<file path="config.mk">
export PLATFORM = sky130hd
export DESIGN_NAME = execute_muldiv_flat
export DESIGN_NICKNAME = d
export VERILOG_FILES = /design/src/rtl/execute_muldiv_if.sv /design/src/rtl/execute_muldiv.sv /design/src/flat_wrapper.sv
export SDC_FILE = /design/constraint.sdc
export NUM_CORES = 1
export LEC_CHECK = 0
export BUFFER_PORTS_ARGS = -buffer_cell sky130_fd_sc_hd__buf_2
export CAP_MARGIN = 20
export CORE_MARGIN = 3
export CORE_UTILIZATION = 41
export DETAILED_ROUTE_END_ITERATION = 6
export PLACE_DENSITY = 0.63
export REMOVE_ABC_BUFFERS = 1
export SYNTH_ARGS = -nofsm -noshare
export SYNTH_HDL_FRONTEND = slang
export SYNTH_SLANG_ARGS = --single-unit
</file>
<file path="constraint.sdc">
create_clock -name clk -period 9.5 [get_ports clk]
set_input_delay 1.9 -clock clk [delete_from_list [all_inputs] [get_ports clk]]
set_output_delay 1.9 -clock clk [all_outputs]
set_load 0.05 [all_outputs]
</file>
<file path="src/rtl/execute_muldiv_if.sv">
// Decode/hazard-facing bundle of the iterative M-extension unit.
// The master side issues requests and hazard controls; the slave side is the unit.
interface execute_muldiv_if #(
  parameter int XLEN = 32
);
  logic            valid_in;
  logic [2:0]      function_in;
  logic [XLEN-1:0] rs1_data_in;
  logic [XLEN-1:0] rs2_data_in;
  logic [4:0]      rd_address_in;
  logic            stall;
  logic            invalidate;
  logic            busy;
  logic            valid_out;
  logic [XLEN-1:0] result_out;
  logic [4:0]      rd_address_out;

  modport master (
    output valid_in, function_in, rs1_data_in, rs2_data_in, rd_address_in,
    output stall, invalidate,
    input  busy, valid_out, result_out, rd_address_out
  );

  modport slave (
    input  valid_in, function_in, rs1_data_in, rs2_data_in, rd_address_in,
    input  stall, invalidate,
    output busy, valid_out, result_out, rd_address_out
  );
endinterface

</file>
<file path="src/rtl/execute_muldiv.sv">
// Iterative RISC-V MUL/MULH*/DIV*/REM* unit: shift-add multiply and restoring
// divide on operand magnitudes, STEP bits per cycle, sign fix-up on the way out.
//
// state  | meaning
// S_IDLE | waiting for a request, busy low
// S_MUL  | shift-add iterations, cnt_q counts down to terminal count 0
// S_DIV  | restoring-division iterations, same counter
// S_DONE | result ready; registered toward memory on the first non-stalled edge
module execute_muldiv #(
  parameter int XLEN = 32,
  parameter int STEP = 1
) (
  input  logic            clk,
  input  logic            reset,
  execute_muldiv_if.slave bus
);
  localparam int N     = XLEN / STEP;
  localparam int CNT_W = (N > 1) ? $clog2(N) : 1;
  localparam logic [XLEN-1:0] INT_MIN = {1'b1, {(XLEN-1){1'b0}}};

  typedef enum logic [1:0] {S_IDLE, S_MUL, S_DIV, S_DONE} state_e;

  state_e            state_q;
  logic [2:0]        func_q;
  logic [4:0]        rd_q;
  logic [XLEN-1:0]   opb_q;
  logic [2*XLEN-1:0] acc_q;
  logic [CNT_W-1:0]  cnt_q;
  logic              neg_q;
  logic              rneg_q;
  logic              special_q;
  logic              valid_q;
  logic [XLEN-1:0]   result_q;
  logic [4:0]        rd_out_q;

  logic              s1_signed, s2_signed, a_neg, b_neg;
  logic [XLEN-1:0]   a_mag, b_mag;
  logic              div_zero, div_ovf;
  logic [XLEN-1:0]   special_val;

  always_comb begin
    s1_signed = (bus.function_in == 3'd1) || (bus.function_in == 3'd2) ||
                (bus.function_in == 3'd4) || (bus.function_in == 3'd6);
    s2_signed = (bus.function_in == 3'd1) || (bus.function_in == 3'd4) ||
                (bus.function_in == 3'd6);
    a_neg = s1_signed && bus.rs1_data_in[XLEN-1];
    b_neg = s2_signed && bus.rs2_data_in[XLEN-1];
    a_mag = a_neg ? (~bus.rs1_data_in + 1'b1) : bus.rs1_data_in;
    b_mag = b_neg ? (~bus.rs2_data_in + 1'b1) : bus.rs2_data_in;
    div_zero = bus.function_in[2] && (bus.rs2_data_in == '0);
    div_ovf  = ((bus.function_in == 3'd4) || (bus.function_in == 3'd6)) &&
               (bus.rs1_data_in == INT_MIN) && (bus.rs2_data_in == '1);
    // function_in[1] separates REM/REMU from DIV/DIVU
    if (div_zero)
      special_val = bus.function_in[1] ? bus.rs1_data_in : '1;
    else
      special_val = bus.function_in[1] ? '0 : bus.rs1_data_in;
  end

  logic [XLEN-1:0]   mul_hi, mul_lo;
  logic [XLEN:0]     mul_sum;
  logic [2*XLEN-1:0] mul_d;

  always_comb begin
    mul_hi  = acc_q[2*XLEN-1:XLEN];
    mul_lo  = acc_q[XLEN-1:0];
    mul_sum = '0;
    for (int i = 0; i < STEP; i++) begin
      mul_sum = {1'b0, mul_hi} + (mul_lo[0] ? {1'b0, opb_q} : {(XLEN+1){1'b0}});
      {mul_hi, mul_lo} = {mul_sum, mul_lo[XLEN-1:1]};
    end
    mul_d = {mul_hi, mul_lo};
  end

  // acc_q holds {partial remainder, dividend shifting into quotient}
  logic [XLEN-1:0]   div_rem, div_quo;
  logic [XLEN:0]     div_trial, div_diff;
  logic [2*XLEN-1:0] div_d;

  always_comb begin
    div_rem   = acc_q[2*XLEN-1:XLEN];
    div_quo   = acc_q[XLEN-1:0];
    div_trial = '0;
    div_diff  = '0;
    for (int i = 0; i < STEP; i++) begin
      div_trial = {div_rem, div_quo[XLEN-1]};
      div_diff  = div_trial - {1'b0, opb_q};
      div_rem   = div_diff[XLEN] ? div_trial[XLEN-1:0] : div_diff[XLEN-1:0];
      div_quo   = {div_quo[XLEN-2:0], ~div_diff[XLEN]};
    end
    div_d = {div_rem, div_quo};
  end

  logic [2*XLEN-1:0] prod;
  logic [XLEN-1:0]   quot, rem;
  logic [XLEN-1:0]   result_d;

  always_comb begin
    prod = neg_q  ? (~acc_q + 1'b1) : acc_q;
    quot = neg_q  ? (~acc_q[XLEN-1:0] + 1'b1) : acc_q[XLEN-1:0];
    rem  = rneg_q ? (~acc_q[2*XLEN-1:XLEN] + 1'b1) : acc_q[2*XLEN-1:XLEN];
    if (special_q) begin
      result_d = acc_q[XLEN-1:0];
    end else begin
      case (func_q)
        3'd0:                result_d = prod[XLEN-1:0];
        3'd1, 3'd2, 3'd3:    result_d = prod[2*XLEN-1:XLEN];
        3'd4, 3'd5:          result_d = quot;
        default:             result_d = rem;
      endcase
    end
  end

  always_ff @(posedge clk or posedge reset) begin
    if (reset) begin
      state_q   <= S_IDLE;
      func_q    <= '0;
      rd_q      <= '0;
      opb_q     <= '0;
      acc_q     <= '0;
      cnt_q     <= '0;
      neg_q     <= 1'b0;
      rneg_q    <= 1'b0;
      special_q <= 1'b0;
      valid_q   <= 1'b0;
      result_q  <= '0;
      rd_out_q  <= '0;
    end else if (bus.invalidate) begin
      state_q <= S_IDLE;
      valid_q <= 1'b0;
    end else begin
      if (!bus.stall) valid_q <= 1'b0;
      case (state_q)
        S_IDLE: begin
          if (bus.valid_in) begin
            func_q    <= bus.function_in;
            rd_q      <= bus.rd_address_in;
            opb_q     <= b_mag;
            cnt_q     <= CNT_W'(N - 1);
            neg_q     <= a_neg ^ b_neg;
            rneg_q    <= a_neg;
            if (div_zero || div_ovf) begin
              acc_q     <= {{XLEN{1'b0}}, special_val};
              special_q <= 1'b1;
              state_q   <= S_DONE;
            end else begin
              acc_q     <= {{XLEN{1'b0}}, a_mag};
              special_q <= 1'b0;
              state_q   <= bus.function_in[2] ? S_DIV : S_MUL;
            end
          end
        end
        S_MUL: begin
          acc_q <= mul_d;
          cnt_q <= cnt_q - 1'b1;
          if (cnt_q == '0) state_q <= S_DONE;
        end
        S_DIV: begin
          acc_q <= div_d;
          cnt_q <= cnt_q - 1'b1;
          if (cnt_q == '0) state_q <= S_DONE;
        end
        S_DONE: begin
          if (!bus.stall) begin
            valid_q  <= 1'b1;
            result_q <= result_d;
            rd_out_q <= rd_q;
            state_q  <= S_IDLE;
          end
        end
        default: state_q <= S_IDLE;
      endcase
    end
  end

  assign bus.busy           = (state_q != S_IDLE);
  assign bus.valid_out      = valid_q;
  assign bus.result_out     = result_q;
  assign bus.rd_address_out = rd_out_q;
endmodule

</file>
<file path="src/flat_wrapper.sv">
// flat-port wrapper written by rule: the top's interface ports become plain ports
module execute_muldiv_flat 
#(
  parameter int XLEN = 32,
  parameter int STEP = 1
)
  (clk, reset, bus_valid_in, bus_function_in, bus_rs1_data_in, bus_rs2_data_in, bus_rd_address_in, bus_stall, bus_invalidate, bus_busy, bus_valid_out, bus_result_out, bus_rd_address_out);
  execute_muldiv_if #(.XLEN(XLEN)) bus_i ();
  input  logic clk;
  input  logic reset;
  input wire logic [$bits(bus_i.valid_in)-1:0] bus_valid_in;
  input wire logic [$bits(bus_i.function_in)-1:0] bus_function_in;
  input wire logic [$bits(bus_i.rs1_data_in)-1:0] bus_rs1_data_in;
  input wire logic [$bits(bus_i.rs2_data_in)-1:0] bus_rs2_data_in;
  input wire logic [$bits(bus_i.rd_address_in)-1:0] bus_rd_address_in;
  input wire logic [$bits(bus_i.stall)-1:0] bus_stall;
  input wire logic [$bits(bus_i.invalidate)-1:0] bus_invalidate;
  output wire logic [$bits(bus_i.busy)-1:0] bus_busy;
  output wire logic [$bits(bus_i.valid_out)-1:0] bus_valid_out;
  output wire logic [$bits(bus_i.result_out)-1:0] bus_result_out;
  output wire logic [$bits(bus_i.rd_address_out)-1:0] bus_rd_address_out;
  assign bus_i.valid_in = bus_valid_in;
  assign bus_i.function_in = bus_function_in;
  assign bus_i.rs1_data_in = bus_rs1_data_in;
  assign bus_i.rs2_data_in = bus_rs2_data_in;
  assign bus_i.rd_address_in = bus_rd_address_in;
  assign bus_i.stall = bus_stall;
  assign bus_i.invalidate = bus_invalidate;
  assign bus_busy = bus_i.busy;
  assign bus_valid_out = bus_i.valid_out;
  assign bus_result_out = bus_i.result_out;
  assign bus_rd_address_out = bus_i.rd_address_out;
  execute_muldiv #(.XLEN(XLEN), .STEP(STEP)) u_core (.clk(clk), .reset(reset), .bus(bus_i));
endmodule
</file>
Word level (Yosys, flattened, before mapping) --
Index checks and enable logic that the tools add are counted.
Operators by class: add/subtract/negate cells 8, equality and inequality tests 18, mux-type cells 29, bitwise operators 9, reductions and logical operators 27
Operator list (count):
- 32-bit two-way mux | 11
- 64-bit case mux with 3 select lines | 1
- 32-bit by 1-bit adder with 32-bit output (second input constant) | 4
- 64-bit two-way mux | 2
- 32-bit NOT | 4
- 32-bit case mux with 3 select lines | 1
- 64-bit by 1-bit adder with 64-bit output (second input constant) | 1
- 32-bit == test (second input constant) | 2
- 64-bit NOT | 1
- 32-bit by 33-bit adder with 33-bit output | 1
- 33-bit by 32-bit subtractor with 33-bit output | 1
- 32-bit zero test | 1
- 3-bit AND reduction | 5
- 3-bit == test (second input constant) | 4
- 2-bit two-way mux | 6
- 5-bit case mux with 2 select lines | 1
- 3-bit by 2-bit == test with 1-bit output (second input constant) | 3
- 1-bit logical OR | 7
- 3-bit by 1-bit == test with 1-bit output (second input constant) | 2
- 3-bit != test (second input constant) | 2
- 2-bit case mux with 3 select lines | 1
- 1-bit logical AND | 5
- 5-bit zero test | 1
- 1-bit two-way mux | 5
- other kinds (14) | 19
Word-level totals: bits in registers 152, input bits 77

Longest topological paths before layout --
depth in word-level cells 9, mapped depth 14, depth with buffers taken out 12

Worst setup path before layout --
No wires, ideal clock.
path kind input-to-reg, start in bus_rs1_data_in[1], end reg u_core.acc_q[11], library setup time 0.121 ns, arrival 4.571 ns, slack 4.808 ns, stages on the path 12, buffers on the path 1, path through inv_1 -> ha_1 -> or4b_2 -> nor4_2 -> nand4_1 -> nor2_1 -> inv_1 -> nand2_1 -> clkbuf_1 -> nor3b_1 -> a211o_1 -> a22o_1
On the way: cells in the longest elaborated chain, start to end 7, elaborated cells between the ends (all ways) 10
Ends and longest elaborated chain:
- from (decl) | RTL line flat_wrapper.sv:13 | input wire logic [$bits(bus_i.rs1_data_in)-1:0] bus_rs1_data_in;
- parallel branches: the longest is 4 deep, another holds 32-bit by 1-bit adder with 32-bit output
- 32-bit two-way mux (*) | RTL line execute_muldiv.sv:142 | if (div_zero || div_ovf) begin
- 64-bit two-way mux (*) | RTL line execute_muldiv.sv:135 | if (bus.valid_in) begin
- 64-bit case mux with 3 select lines (*) | RTL line execute_muldiv.sv:133 | case (state_q)
- to (signal assigned) | RTL line execute_muldiv.sv:143 | acc_q <= {{XLEN{1'b0}}, special_val};
- to (signal assigned) | RTL line execute_muldiv.sv:147 | acc_q <= {{XLEN{1'b0}}, a_mag};
- to (signal assigned) | RTL line execute_muldiv.sv:154 | acc_q <= mul_d;
- to (decl) | RTL line execute_muldiv.sv:27 | logic [2*XLEN-1:0] acc_q;
Every way passes the cells marked *. The select of a mux whose other input is x is not followed. A chain may end at the register's enable or synchronous reset.

Worst setup path after layout --
start in bus_rs1_data_in[25], end reg u_core.acc_q[26]
The elaborated chain is that of the path after synthesis.

==> impl_results.md <==
* Status: finished, final reports clean
* Post-route cell area at 16100 µm²
* Detailed Place HPWL at 36.2 mm
* First-pass GRT wire length at 79.5 mm
* Fmax achieved at 185 MHz
* Drt drc at 0
* Pwr Density at 298 nW/µm²
* CTS tree: done
* Final hold viol count at 0
* DR WL/cell at 20.7 µm
* Top-area cell type share of the netlist area at 25.7%
* Cell count after synthesis at 1937
* Initial DRC Count at 1763
* Area leader, netlist: dfrtp_1
* Final worst path period share at 57.0%
* Share of cells above drive strength 1 at 10.8%
* Area Growth Syn to Fin at 9.04%
* Die X at 196 µm
* RSZ-0062 raised after global routing: no
* Post-DP Area at 15500 µm²
* Sw Ratio at 52.7%
* Top-count cell post-synth: nand2_1
* Clk Tree Root Cell: clkbuf_16
* Gr usage total at 25.5%
* Largest net degree at the start of global routing at 84
* Clock latency on the worst-skew pair at 0.46 ns
* Post-synth top cells: 196 x nand2_1, 185 x o21ai_0, 165 x a21oi_1
* Worst slew margin at 34.1%
* Switching Power at 0.00253 W
* # rows at 68
* Most used DFF post-synth: dfrtp_1
* Initial core utilization at 42.2%
* Register area share after synthesis at 25.7%
* Die area at 38400 µm²
* Clk pwr share at 14.3%
* Total clock sinks at 152
* Hold depth at 2
* Final wirelength at 49.9 mm
* Lkg Pwr at 7.16 nW
* RePlAce Congestion at 0.942
* Setup Crit Path Kind: in -> reg
* Largest cells by area after synthesis: dfrtp_1 26%, ha_1 6.4%, o21ai_0 6.3%
* Yosys warns at 0
* PnR Total Power at 0.00481 W
* Syn Area/Cell at 7.63 µm²
* Setup Fix Bufs, Post-CTS at 0
* Post-synthesis register bit count at 152
* Worst slack at placement at 3.74 ns
* R2R depth at 13
* Actual slew at the worst max-slew pin at 0.988 ns
* Final slew viol count at 0
* Fin crit period at 5.42 ns
* Vias/cell at 6.33
* Peak supply drop at 0.000231 V
* Max FO, Critical Path at 26
* Data arrival, critical path at 5.77 ns
* Pint at 0.00228 W
* Yosys cell types at 79
* H-tree depth at 4
* Num CTS Buffers at 17
* Combinational Power Share at 60.6%
* Hold/Removal Path Class: reg -> reg
* Crit path launch type: input pin
* Initial DRT Pass Iterations at 5
* Via Count at 15286
* Fin nets at 2099
* Final setup violation count at 0
* Resize count post-CTS at 0
* Setup TNS at 0 ns
* Initial antenna violation count at 0
* Core area at 35100 µm²
* I/O Pins at 116
* Vias in the first global route at 14577
* Remaining global-route overflow at 0
* Post-Route Skew at 0.00874 ns
* Syn Std Cell Area at 14800 µm²
* Worst EP required at 9.85 ns
* Hold buffer count at CTS at 0
* Reg power frac at 25.1%
* Port Buf Inserts at 115
* Worst-case clock buffer depth at 2
* Worst setup margin at 4.08 ns
* Number of synthesized flops with an enable pin at 0
* Final ANT Viol Nets at 0
* Die Y at 196 µm
* Reg clk slew, reported paths at 0.07 ns
* Max-Cap Viols at 0
* Post-synth ARST share at 100%
* Worst Setup End Kind: flip-flop
routing by layer:
| metal | routed length (µm) | share of wire (%) | GRT usage [%] |
|---|---|---|---|
| met1 | 21900 | 44 | 34.8 |
| met2 | 22700 | 45 | 40.2 |
| met3 | 3520 | 7.1 | 4.65 |
| met4 | 1860 | 3.7 | 9.80 |
| met5 | 0 | 0 | 0 |
per-stage QoR:
step | std cells | hold slack [ns] | util (%)
after global routing | 2412 | 0.502 | 46.0
after CTS | 2412 | 0.466 | 46.0
after global placement | 2378 | 0.442 | 44.3
final | 2413 | 0.460 | 46.0
after detailed placement | 2380 | 0.450 | 44.3
after floorplan | 1784 | 0.433 | -
worst max-delay path: stages:
cell	delay [ns]
buf_2	0.13
or4_1	0.57
nor4_1	0.73
nand4_1	0.43
nor2_1	0.37
buf_4	0.35
inv_1	0.11
nand2_1	0.50
nor2_1	0.09
a221o_1	0.37
a22o_1	0.19
state kept, by name, indices dropped and copies added (netlist names):
signal,flops
u_core.acc_q,64
u_core.bus.result_out,32
u_core.opb_q,32
u_core.bus.rd_address_out,5
u_core.cnt_q,5
u_core.rd_q,5
u_core.func_q,3
u_core.state_q,2
u_core.bus.valid_out,1
u_core.neg_q,1
u_core.rneg_q,1
u_core.special_q,1
kinds of logic after synthesis:
family | count (synthesis) | synth area share, %
multiplexers | 38 | 2.64
flip-flops | 152 | 25.7
XOR/XNOR | 148 | 8.77
adder cells (fa/ha/maj) | 78 | 6.70
AND/OR/NAND/NOR | 603 | 19.7
AO/OA/AOI/OAI | 701 | 30.8
buffers and inverters | 217 | 5.72
cell usage in the layout (no fill, tap or decap), drive strengths merged, types with 11 or more instances in the layout:
cell type / count
a211o: 12
a211oi: 22
a21o: 47
a21oi: 165
a221o: 14
a221oi: 11
a22o: 26
a22oi: 59
a31oi: 23
and2: 11
and3: 15
buf: 141
clkbuf: 17
dfrtp: 152
ha: 76
inv: 75
mux2i: 30
nand2: 197
nand2b: 12
nand3: 19
nand4: 23
nor2: 157
nor2b: 11
nor3: 44
nor4: 19
o211ai: 15
o21a: 11
o21ai: 189
o221ai: 15
o311ai: 16
o31ai: 25
or2: 16
or3: 33
or4: 19
xnor2: 93
xor2: 55
power groups by stage:
stage	logic, W	clock network, W	registers, W
finish	0.00292	0.000690	0.00121
global route	0.00319	0.000737	0.00124
CTS	0.00287	0.000704	0.00120
detailed placement	0.00285	0	0.00121
global placement	0.00281	0	0.00120
floorplan	0.00187	0	0.00135
final timing paths:
check / from / to / slack (ns)
worst min-delay path: u_core.rd_q[4]$_DFFE_PP0P_ / u_core.bus.rd_address_out[4]$_DFFE_PP0P_ / 0.46
worst min register to register: u_core.rd_q[4]$_DFFE_PP0P_ / u_core.bus.rd_address_out[4]$_DFFE_PP0P_ / 0.46
min in group asynchronous: reset / u_core.opb_q[1]$_DFFE_PP0P_ / 1.58
worst max register to register: u_core.acc_q[31]$_DFFE_PP0P_ / u_core.acc_q[58]$_DFFE_PP0P_ / 4.56
max in group asynchronous: reset / u_core.neg_q$_DFFE_PP0P_ / 6.39
worst max-delay path: bus_rs1_data_in[25] / u_core.acc_q[26]$_DFFE_PP0P_ / 4.08
cell type report:
type                       count  area (µm²)
tap                          455         569
fill                        3529       18900
multi-input combinational   1568       10100
sequential                   152        3800
inverter                      64         245
clock buffer                  17         425
clock inverter                15         150
timing repair buffer         141         778
antenna                        1        2.50
Power figures use the tool's default switching activity.
